**src/rtl/reaction_timer_core.sv**
```systemverilog
// Purpose: reaction-time game FSM: random arming delay, GO LED, 4-digit BCD count of 10 ms ticks.
// Latency: inputs are edge-detected against a one-clock history; state, led_go and false_start update on the edge that samples the rise.
// Backpressure: none; button and tick levels are consumed every clock. Optional best-time tracking: define BEST_TIME_EN.
module reaction_timer_core #(
  parameter int MIN_DELAY_TICKS = 100,
  parameter int RAND_BITS       = 8
) (
  input  logic        clk_50mhz,
  input  logic        rst_50mhz,
  input  logic        tick_100hz,
  input  logic        start_btn,
  input  logic        react_btn,
  output logic        led_go,
  output logic        false_start,
  output logic        overflow,
  output logic [2:0]  state,
  output logic [15:0] time_bcd,
  output logic [15:0] best_bcd,
  output logic        best_valid
);

  localparam logic [2:0] S_IDLE        = 3'd0;
  localparam logic [2:0] S_ARMED       = 3'd1;
  localparam logic [2:0] S_GO          = 3'd2;
  localparam logic [2:0] S_DONE        = 3'd3;
  localparam logic [2:0] S_FALSE_START = 3'd4;

  localparam logic [15:0] MIN_DELAY_16 = 16'(MIN_DELAY_TICKS);
  localparam int          RAND_MASK_I  = (1 << RAND_BITS) - 1;
  localparam logic [15:0] RAND_MASK    = 16'(RAND_MASK_I);

  // Previous-sample registers reset high so a level already asserted at reset release is not a rise.
  logic tick_prev;
  logic start_prev;
  logic react_prev;
  logic tick_rise;
  logic start_rise;
  logic react_rise;

  logic [15:0] lfsr;
  logic        lfsr_fb;
  logic [15:0] delay_cnt;
  logic [16:0] delay_sum;
  logic [15:0] delay_load;

  logic [2:0]  state_nxt;
  logic        led_go_nxt;
  logic        false_start_nxt;
  logic        arm_load;
  logic        done_by_react;

  // Increment a 4-digit BCD value; a digit at 9 wraps to 0 and carries upward.
  function automatic logic [15:0] bcd_inc(input logic [15:0] v);
    logic [15:0] r;
    logic        carry;
    r     = v;
    carry = 1'b1;
    for (int i = 0; i < 4; i++) begin
      if (carry) begin
        if (r[i*4 +: 4] == 4'd9) begin
          r[i*4 +: 4] = 4'd0;
        end else begin
          r[i*4 +: 4] = r[i*4 +: 4] + 4'd1;
          carry       = 1'b0;
        end
      end
    end
    return r;
  endfunction

  // Sample the three inputs once per clock for rise detection.
  always_ff @(posedge clk_50mhz) begin
    if (rst_50mhz) begin
      tick_prev  <= 1'b1;
      start_prev <= 1'b1;
      react_prev <= 1'b1;
    end else begin
      tick_prev  <= tick_100hz;
      start_prev <= start_btn;
      react_prev <= react_btn;
    end
  end

  assign tick_rise  = tick_100hz & ~tick_prev;
  assign start_rise = start_btn  & ~start_prev;
  assign react_rise = react_btn  & ~react_prev;

  // Free-running 16-bit Fibonacci LFSR (taps 16,14,13,11); nonzero seed keeps it out of the all-zero lockup.
  assign lfsr_fb = lfsr[15] ^ lfsr[13] ^ lfsr[12] ^ lfsr[10];

  always_ff @(posedge clk_50mhz) begin
    if (rst_50mhz) begin
      lfsr <= 16'hACE1;
    end else begin
      lfsr <= {lfsr[14:0], lfsr_fb};
    end
  end

  // Arming delay: minimum plus the low random bits, saturated rather than wrapped.
  assign delay_sum  = {1'b0, MIN_DELAY_16} + {1'b0, (lfsr & RAND_MASK)};
  assign delay_load = delay_sum[16] ? 16'hFFFF : delay_sum[15:0];

  // A new trial arms from any resting state on a start rise.
  assign arm_load = start_rise &&
                    ((state == S_IDLE) || (state == S_DONE) || (state == S_FALSE_START));

  // A player-stopped trial (not an overflow) is the only source of a best-time candidate.
  assign done_by_react = (state == S_GO) && react_rise;

  // State register.
  always_ff @(posedge clk_50mhz) begin
    if (rst_50mhz) begin
      state <= S_IDLE;
    end else begin
      state <= state_nxt;
    end
  end

  // Next-state logic; react outranks a coincident tick, start outranks a coincident react in DONE.
  always_comb begin
    state_nxt = state;
    case (state)
      S_IDLE: begin
        if (start_rise) state_nxt = S_ARMED;
      end
      S_ARMED: begin
        if (react_rise) begin
          state_nxt = S_FALSE_START;
        end else if (tick_rise && (delay_cnt <= 16'd1)) begin
          state_nxt = S_GO;
        end
      end
      S_GO: begin
        if (react_rise) begin
          state_nxt = S_DONE;
        end else if (tick_rise && (time_bcd == 16'h9999)) begin
          state_nxt = S_DONE;
        end
      end
      S_DONE: begin
        if (start_rise) state_nxt = S_ARMED;
      end
      S_FALSE_START: begin
        if (start_rise) state_nxt = S_ARMED;
      end
      default: begin
        state_nxt = S_IDLE;
      end
    endcase
  end

  // LED outputs are decoded from the next state so they change on the same edge as the state.
  always_comb begin
    led_go_nxt      = (state_nxt == S_GO);
    false_start_nxt = (state_nxt == S_FALSE_START);
  end

  // Register the decoded LED outputs.
  always_ff @(posedge clk_50mhz) begin
    if (rst_50mhz) begin
      led_go      <= 1'b0;
      false_start <= 1'b0;
    end else begin
      led_go      <= led_go_nxt;
      false_start <= false_start_nxt;
    end
  end

  // Delay countdown, BCD reaction counter and overflow flag.
  always_ff @(posedge clk_50mhz) begin
    if (rst_50mhz) begin
      delay_cnt <= 16'd0;
      time_bcd  <= 16'h0000;
      overflow  <= 1'b0;
    end else if (arm_load) begin
      delay_cnt <= delay_load;
      time_bcd  <= 16'h0000;
      overflow  <= 1'b0;
    end else begin
      case (state)
        S_ARMED: begin
          if (!react_rise && tick_rise) begin
            delay_cnt <= (delay_cnt == 16'd0) ? 16'd0 : delay_cnt - 16'd1;
            if (delay_cnt <= 16'd1) time_bcd <= 16'h0000;
          end
        end
        S_GO: begin
          if (!react_rise && tick_rise) begin
            if (time_bcd == 16'h9999) begin
              overflow <= 1'b1;
            end else begin
              time_bcd <= bcd_inc(time_bcd);
            end
          end
        end
        S_FALSE_START: begin
          time_bcd <= 16'h0000;
        end
        default: begin
          time_bcd <= time_bcd;
        end
      endcase
    end
  end

`ifdef BEST_TIME_EN
  // Keep the fastest completed time; packed BCD orders the same as binary, so a plain compare works.
  always_ff @(posedge clk_50mhz) begin
    if (rst_50mhz) begin
      best_bcd   <= 16'h9999;
      best_valid <= 1'b0;
    end else if (done_by_react && (time_bcd < best_bcd)) begin
      best_bcd   <= time_bcd;
      best_valid <= 1'b1;
    end
  end
`else
  assign best_bcd   = 16'h9999;
  assign best_valid = 1'b0;
  logic unused_best;
  assign unused_best = done_by_react;
`endif

endmodule

```
**config.mk**
```make
export PLATFORM = sky130hd
export DESIGN_NAME = reaction_timer_core
export DESIGN_NICKNAME = d
export VERILOG_FILES = /design/src/rtl/reaction_timer_core.sv
export SDC_FILE = /design/constraint.sdc
export NUM_CORES = 1
export LEC_CHECK = 0
export ABC_AREA = 1
export ABC_CLOCK_PERIOD_IN_PS = 1600
export CELL_PAD_IN_SITES_DETAIL_PLACEMENT = 2
export CELL_PAD_IN_SITES_GLOBAL_PLACEMENT = 2
export CORE_MARGIN = 4
export CORE_UTILIZATION = 27
export DETAILED_ROUTE_END_ITERATION = 12
export PLACE_DENSITY_LB_ADDON = 0.3
export SLEW_MARGIN = 20
export SYNTH_ARGS = -nofsm -noshare
export SYNTH_HDL_FRONTEND = slang
export SYNTH_SLANG_ARGS = --single-unit
```
**constraint.sdc**
```tcl
create_clock -name clk_50mhz -period 1.6 [get_ports clk_50mhz]
set_input_delay 0.24 -clock clk_50mhz [delete_from_list [all_inputs] [get_ports clk_50mhz]]
set_output_delay 0.24 -clock clk_50mhz [all_outputs]
set_load 0.01 [all_outputs]
```
Yosys cells after proc, flatten, opt, wreduce, memory -nomap -nowiden
Cells that the tools add are included.
{"block": "word_totals", "word_cells": 110, "inputBits": 5, "output_inout_bits": 39, "ff_bits": 57}
{"block": "classes", "eq_ne": 18, "order_cmp": 1, "n_bitwise": 9, "reduce_logical": 20, "n_mux": 43, "add_sub_neg": 6}
{"cell": "$mux W16", "count": 9}
{"cell": "$pmux W16 S3", "count": 1}
{"cell": "$mux W4", "count": 7}
{"cell": "$mux W1", "count": 20}
{"cell": "$reduce_and A6 Y1", "count": 3}
{"cell": "$add A4 B1 Y4 const B", "count": 4}
{"cell": "$eq A16 B16 Y1 const B", "count": 1}
{"cell": "$eq A4 B4 Y1 const B", "count": 4}
{"cell": "$le A16 B1 Y1 const B", "count": 1}
{"cell": "$logic_not A16 Y1", "count": 1}
{"cell": "$sub A16 B1 Y16 const B", "count": 1}
{"cell": "$mux W3", "count": 5}
{"cell": "$add A7 B8 Y9 const A", "count": 1}
{"cell": "$eq A3 B2 Y1 const B", "count": 3}
{"cell": "$pmux W3 S3", "count": 1}
{"cell": "$ne A2 B1 Y1 const B", "count": 4}
{"cell": "$eq A3 B3 Y1 const B", "count": 2}
{"cell": "$ne A2 B2 Y1 const B", "count": 3}
{"cell": "$reduce_and A5 Y1", "count": 1}
{"cell": "$logic_and A1 B1 Y1", "count": 4}
{"cell": "$reduce_bool A2 Y1", "count": 2}
{"cell": "$and A1 B1 Y1", "count": 3}
{"cell": "$eq A3 B1 Y1 const B", "count": 1}
{"cell": "$logic_not A3 Y1", "count": 1}
{"cell": "9 further kinds", "count": 14}

Depth between registers and ports, before layout
{"block": "logic_depth", "ltp_word": 24, "ltp_mapped": 13, "depth_no_buf": 13}

Worst setup path before layout
No wires, ideal clock.
{"block": "synth_timing", "path_type": "flip-flop to flip-flop", "from": "register time_bcd[5]", "to": "register time_bcd[12]", "path_slack_ps": 50, "synth_period_minus_slack_ps": 1550, "setup_time_ps": 118, "stages_incl_launch_ff": 11, "arrival_ps": 1432, "required_ps": 1482, "path_buffers": 0, "path_cell_list": "dfxtp_1 -> inv_1 -> ha_1 -> nand3b_1 -> nor2_1 -> nand3_2 -> nand2_2 -> nor2_2 -> nand2_1 -> nand2_1 -> a21oi_1"}
{"block": "synth_via", "elab_chain_len": 16, "word_cells_on_any_way": 18, "classes_between": "4 x eq/ne; 13 x mux; 1 x reduce/logical"}
{"element": "start, declared", "line_no": "17", "text": "output logic [15:0] time_bcd,"}
{"element": "start signal, assigned", "line_no": "192", "text": "time_bcd <= bcd_inc(time_bcd);"}
{"element": "start signal, assigned", "line_no": "200", "text": "time_bcd <= time_bcd;"}
{"element": "$eq A4 B4 Y1", "line_no": "60", "text": "if (r[i*4 +: 4] == 4'd9) begin"}
{"element": "$mux W1", "line_no": "60"}
{"element": "$mux W1", "line_no": "59", "text": "if (carry) begin"}
{"element": "$mux W1", "line_no": "189", "text": "if (time_bcd == 16'h9999) begin"}
{"element": "$mux W1", "line_no": "188", "text": "if (!react_rise && tick_rise) begin"}
{"element": "$mux W1", "line_no": "180", "text": "case (state)"}
{"element": "$mux W1", "line_no": "175", "text": "end else if (arm_load) begin"}
{"element": "$mux W1", "line_no": "171", "text": "if (rst_50mhz) begin"}
{"element": "$mux W1", "line_no": "59"}
{"element": "$mux W1", "line_no": "189"}
{"element": "$mux W1", "line_no": "188"}
{"element": "$mux W1", "line_no": "180"}
{"element": "$mux W1", "line_no": "175"}
{"element": "$mux W1", "line_no": "171"}
{"element": "$ne A2 B1 Y1 (no line)"}
{"element": "$reduce_and A6 Y1 (no line) *"}
Every way passes the cells marked *; elsewhere a longest branch is shown, timed or not. The select of a mux whose other input is x is not followed.
A chain may end at the register's enable or synchronous reset.

Worst setup path after layout
{"block": "layout_timing", "from": "register time_bcd[9]", "to": "register time_bcd[4]"}
{"block": "layout_via", "elab_chain_len": 3}
{"element": "$eq A16 B16 Y1", "line_no": "189"}
{"element": "$ne A2 B2 Y1 (no line)"}
{"element": "$reduce_and A6 Y1 (no line)"}
Every way passes these cells.

==> out/qor.yml <==
status:
  status: "finished with violations"
  violations: "negative setup slack"
critical_path:
  cp_slowest_stage_delay_ns: 0.37
  cp-end-kind: "flop"
  worstSetupStartpointType: "flop"
  crit_required_ns: 1.83
  crit_slowest_cell: "dfxtp_1"
  path_max_fanout: 6
  worst-path-buf-inv: 2
  r2r_slack_ns: -0.20
  path_delay_family: "simple AND/OR/NAND/NOR gates"
  critPathKind: "flop to flop"
  crit_path_cell_trace: "inv_1, ha_1, nand3_1, nor2_4, nand3_4, buf_6, nand3_4, nor2_4, nand2_1, nand2_1, nor2_1"
  critical_path_arrival_ns: 2.03
logic_synthesis:
  synth_area_um2: 3280
  synth_ff_type: "dfxtp_1"
  synth_edf_count: 0
  yosysSeqAreaShare: 0.348
  ys_ff_latch: 57
  yosysUniqueCellTypes: 36
  netlist_instances: 481
  syn_area_per_cell_um2: 6.83
  yosys_warnings: 0
  async_reset_ff_frac: 0
sta:
  timing.fmax_mhz: 556
  setup_viol: 25
  hold_viol_final: 0
  fin_ws_ns: -0.200
  min_period_ns: 1.80
  finalMaxSlewViolations: 0
  skew_ns: 0.00905
  fin_crit_sh: 1.12
  setup_tns_ns: -2.36
  rsz0062_at_grt: "true"
  hold_slack_ns: 0.407
cts:
  htreeDepth: 3
  cts_root_buf: "clkbuf_16"
  cts_buffers: 9
  clk_latency_ns: 0.34
  clkTransAtPathRegs_ns: 0.06
  holdBufCountCts: 0
  clock-sinks: 57
  cts_tree: "done"
  cts_buffer_depth: 2
pwr:
  p_leak_nw: 2.44
  combPwrFrac: 0.359
  pwr-share-seq: 0.286
  p_clk_frac: 0.355
  p_sw_frac: 0.368
  p_sw_mw: 2.09
  powerDensity_nw_per_um2: 1100
  internal_power_mw: 3.58
  peakVddDrop_uv: 560
floorplanning:
  die_area_um2: 14000
  initial_core_util: 0.274
  dieHeight_um: 118
  die_w_um: 118
  num_rows: 40
  core_area_um2: 12000
  pin_count: 44
placement:
  pre_cts_ws_ns: -0.416
  io_buffers: 26
  place.gp.congestion: 0.771
  dpl_cell_area_um2: 4190
  dpl.hpwl_um: 8420
grt:
  grt_max_degree: 13
  grtUsageTotal: 0.179
  overflow: 0
  grt_pass1_wl_um: 20200
  antenna_found_initial: 0
  grt_pass1_vias: 3937
cells_and_area:
  drive_gt1_frac: 0.401
  nNetsFinal: 623
  design_area_um2: 5160
  n_antenna_cell: 0
  nFillCells: 1363
  area_delta_synth_final_pct: 57.2
routing:
  post_drt_wl_per_cell_um: 20.6
  ant_nets: 0
  drtPass1Iterations: 5
  drt-initial-drc-count: 114
  vias: 3719
  viasPerCell: 4.91
  drc: 0
  finalWirelength_um: 15600
job:
  cap_violations: 0
min_path:
  min_path_type: "flop to flop"
layer usage:
metal | routed length [µm] | up-vias | track usage
met5 | 0 | - | 0
met4 | 820 | 0 | 0.0828
met3 | 429 | 50 | 0.0330
met2 | 8290 | 103 | 0.320
met1 | 6100 | 1840 | 0.205
li1 | - | 1726 | -
sequential cells by signal (all words and copies together) (netlist names):
name and cells:
lfsr 16, time_bcd 16, state 3, react_prev 1, delay_cnt 16, overflow 1, led_go 1, start_prev 1
false_start 1, tick_prev 1
path summary, 6_finish.rpt:
check | start | end | cells after the start
max | time_bcd[9] | time_bcd[4] | 11
min | lfsr[9] | lfsr[10] | 1
max reg2reg | time_bcd[9] | time_bcd[4] | 11
min reg2reg | lfsr[9] | lfsr[10] | 1
power groups by stage:
stage	sequential [mW]	clock (mW)	combinational, mW
CTS	1.60	2.03	1.60
global placement	1.61	0	1.35
finish	1.62	2.01	2.03
floorplan	1.65	0	0.796
detailed placement	1.62	0	1.41
global route	1.63	2.11	2.17
cell families (layout without fill, tap and decap cells):
kind of cell | after synthesis | in the layout | synth area share
buffers and inverters | 78 | 193 | 0.116
other | 2 | 17 | 0.00229
flip-flops | 57 | 57 | 0.348
AND/OR/NAND/NOR | 274 | 274 | 0.372
AO/OA/AOI/OAI | 40 | 40 | 0.0686
XOR/XNOR | 18 | 18 | 0.0480
adder cells (fa/ha/maj) | 12 | 12 | 0.0457
metrics by stage:
step | instances | util | power, mW
2_1_floorplan | 496 | - | 2.45
3_3_place_gp | 721 | 0.351 | 2.96
3_5_place_dp | 721 | 0.351 | 3.03
4_1_cts | 747 | 0.399 | 5.22
5_1_grt | 758 | 0.431 | 5.91
6_report | 758 | 0.431 | 5.67
final cells by class:
cell class	count	area [µm²]	share of cell area
clock buffers	9	225	0.0436
inverters	53	206	0.0400
well taps	147	184	0.0356
repair buffers	124	1060	0.206
multi-input cells	361	2240	0.434
flip-flops and latches	57	1160	0.225
clock inverters	7	78.8	0.0153
placed cells by master, fill, tap and decap left out, types with 3 or more instances in the layout:
cell and n:
clkinvlp_4 3, dfxtp_1 45, ha_1 8, nor2_2 16
buf_12 4, inv_4 3, or2_2 7, nand2_4 9
nand3_1 26, nand2_2 31, xor2_1 11, nor3_1 3
a21oi_2 8, clkdlybuf4s50_1 11, o21bai_1 3, dfxtp_2 10
clkbuf_16 9, inv_1 40, nand2_1 78, nand3_2 5
buf_4 87, a21oi_1 11, a31oi_1 4, inv_2 10
xnor2_1 7, nor2_4 16, dlymetal6s2s_1 3, o21ai_0 9
ha_4 4, buf_6 7, nor2_1 61, conb_1 17
dlygate4sd2_1 12, nand4_1 7, nand3_4 5
timing repair:
item,in CTS,in global routing
pin swaps,21,45
buffers inserted,9,14
gates cloned,1,0
setup endpoints to repair,47,38
gates resized for setup,63,93
Yosys cell counts (2+ instances only):
| library cell | number | area [µm²] |
|---|---|---|
| a21oi_1 | 18 | 90.1 |
| a21oi_2 | 2 | 17.5 |
| a31oi_1 | 4 | 25.0 |
| buf_4 | 17 | 128 |
| buf_6 | 3 | 33.8 |
| clkbuf_1 | 4 | 15.0 |
| conb_1 | 2 | 7.51 |
| dfxtp_1 | 57 | 1140 |
| ha_1 | 12 | 150 |
| inv_1 | 48 | 180 |
| inv_2 | 5 | 18.8 |
| nand2_1 | 108 | 405 |
| nand2_2 | 10 | 62.6 |
| nand3_1 | 34 | 170 |
| nand3_2 | 2 | 20.0 |
| nand3b_1 | 2 | 15.0 |
| nand4_1 | 7 | 43.8 |
| nor2_1 | 85 | 319 |
| nor2_2 | 4 | 25.0 |
| nor2_4 | 4 | 45.0 |
| nor3_1 | 4 | 20.0 |
| o21ai_0 | 9 | 45.0 |
| o21bai_1 | 3 | 22.5 |
| o22ai_1 | 2 | 12.5 |
| or2_0 | 2 | 12.5 |
| or2_2 | 7 | 43.8 |
| xnor2_1 | 7 | 61.3 |
| xor2_1 | 11 | 96.3 |
Note: power is estimated with default switching activity, not from simulation.
==> variant, RTL diff (same settings) <==
Set the parameter `RAND_BITS` to 4 (it was 8).
--- a/src/rtl/reaction_timer_core.sv
+++ b/src/rtl/reaction_timer_core.sv
@@ -4,5 +4,5 @@
 module reaction_timer_core #(
   parameter int MIN_DELAY_TICKS = 100,
-  parameter int RAND_BITS       = 8
+  parameter int RAND_BITS       = 4
 ) (
   input  logic        clk_50mhz,
Behaviour: same outputs for any inputs over 10 cycles, from zero or initial values and one cycle with rst_50mhz high; that may be too few to reach the edited logic, so the function may still have changed.
==> variant against the original RTL <==
- the flow still finishes with violations (negative setup slack)
- wire length grew 5.1%
- worst setup slack improved by 35 ps
- power is 7.3% lower
- cell area fell by 0.12%
- sequential cell count is the same
- sequential power about the same
- synthesized area is 5.9% lower
- critical endpoint is now time_bcd[13]
==> variant: results (changes against the original RTL) <==
The run finished, with violations left. Violated checks: negative setup slack (unchanged). The logs give 8.63 ps (was 9.05 ps) for the worst clock skew and 6 (was 5) for the number of search-and-repair iterations in the first detailed-routing pass.

The number of violations reported at the end of detailed-routing iteration 0 came out at 232 (was 114). The run gives 8240 um (was 8420 um) as the post-detailed-placement half-perimeter wirelength. The tools report the number of buffers created by CTS as 9 (unchanged). The class of the worst hold path was register to register (unchanged).

The worst hold path stage count was 2 (was 1); the remaining antenna violation count after routing was 0 (unchanged). The port buffer count is 26 (unchanged). Total leakage power: 2.43 nW (was 2.44 nW).

The routed length per placed instance is 22.4 um (was 20.6 um), and the number of nets in the layout is 608 (was 623). Leading post-synthesis cells by instance count: nand2_1, nor2_1, dfxtp_1, inv_1, nand3_1 (unchanged). The logs give 18.1% (was 17.9%) for the global router's overall resource usage and 3,625 (was 3,719) for the total number of vias. The clock-pin slew of the registers on the worst-case setup and hold paths is 50 ps. The critical path's top delay family is simple AND/OR/NAND/NOR gates (unchanged). For the minimum setup slack in the final design, the log shows -165 ps (was -200 ps). The number of global-route vias before repair came out at 3,715 (was 3,937). Largest registers: delay_cnt: 16 flops, lfsr: 16 flops, time_bcd: 16 flops (unchanged). Cell type of the slowest stage on the worst timing path: dfxtp_2 (was dfxtp_1). The tools report the CTS root buffer as clkbuf_16 (unchanged).

The first-pass GRT wire length is 18,800 um (was 20,200 um), and the longest individual stage delay on the worst path is 350 ps (was 370 ps). The tools report the final weighted congestion in routability-driven placement as 0.776 (was 0.771). Initial antenna violation count: 0 (unchanged). The tools report the largest vdd supply drop as 824 uV (was 560 uV). The maximum fanout count along the critical path came out at 7 (was 6). The most used flip-flop cell after synthesis was dfxtp_1 (unchanged). The logs give 0 (unchanged) for the remaining routing DRC violations and 1990 ps (was 2030 ps) for the arrival time of data at the critical path endpoint. The number of warnings reported in the yosys synthesis log is 0 (unchanged), and the final-layout setup total negative slack is -1360 ps (was -2360 ps). The post-synthesis async set-or-reset flop share was 0% (unchanged); the layout cell share with drive strength beyond 1 was 44.7% (was 40.1%). The path depth of the worst reg2reg path is 11 (unchanged).

For the number of setup violations in the final report, the log shows 20 (was 25). Top area cells in the synthesized netlist: dfxtp_1, nand2_1, nor2_1 (unchanged). The number of buffers on the longest clock path came out at 2 (unchanged). The pin count of the biggest net entering global routing is 17 (was 13). The diode insertion count for antenna repair was 0 (unchanged). The run gives 34 (was 36) as the distinct cell type count of the synthesized netlist. For the sequential element share of the synthesized area, the log shows 36.9% (was 34.8%).

For the number of levels in the clock H-tree, the log shows 3 (unchanged). Clock network latency to the later pin of the worst-skew pair: 340 ps (about the same).
variant: changes by cell type in the layout (fill, tap and decap cells not counted), moves of 5 or more:
cell     before  now
a21oi_1      11   16
buf_4        87  100
buf_6         7   12
inv_1        40   32
nand2_1      78   68
nand2_2      31   24
nand3_2       5   14
nand4_1       7   12
nor2_1       61   52
nor2_2       16    8
variant: tightest hold or removal path, stage by stage (launching register included):
cell	delay (ps)
dfxtp_1	300
inv_1	40
nor2_1	30
variant: report_power, final:
group          total, mW  internal (mW)  switching, mW
clock network       1.76           1.03          0.736
registers           1.62           1.52         0.0939
logic               1.87          0.772           1.10
total               5.25           3.32           1.93
variant: cell families (layout without fill, tap and decap cells):
group           Yosys count  count (layout)  share of synthesized area [%]
other cells               2              17                          0.243
buf+inv                  72             206                           11.0
fa+ha+maj                12              12                           4.86
xor+xnor                 15              15                           4.25
simple gates            248             248                           35.7
compound gates           40              40                           6.96
flops                    57              57                           36.9
variant: stage by stage:
step	std cells	area, um^2	power (mW)	setup slack (ps)	hold WS, ps
3_3_place_gp	696	4120	2.84	-349	392
5_1_grt	735	5150	5.48	-238	422
3_5_place_dp	696	4120	2.92	-498	397
6_report	735	5150	5.25	-165	407
4_1_cts	716	4500	4.77	-16.8	413
2_1_floorplan	461	3150	2.30	-1.78	336
variant: final cells by class:
type	count	area, um^2
Multi-Input combinational cell	332	2130
Inverter	50	208
Timing Repair Buffer	141	1210
Sequential cell	57	1170
Clock inverter	6	36.3
Clock buffer	9	225
Tap cell	140	175
Fill cell	1238	5880
variant: routing by layer:
metal | vias to the layer above | global-route usage [%] | share of wire [%]
li1 | 1679 | - | -
met1 | 1797 | 21.0 | 41
met2 | 99 | 33.1 | 52
met3 | 50 | 4.79 | 2.9
met4 | 0 | 4.54 | 4.0
met5 | - | 0 | 0
variant: path summary, 6_finish.rpt:
path	start	end	slack [ps]
max reg2reg	state[1]	time_bcd[13]	-160
min	lfsr[8]	lfsr[9]	410
min reg2reg	lfsr[8]	lfsr[9]	410
max	state[1]	time_bcd[13]	-160
variant: timing repair:
action,in CTS,in global routing
hold endpoints to repair,0,0
resized for setup,47,133
pin swaps,9,44
buffers inserted,5,19
endpoints found under the setup margin,47,42
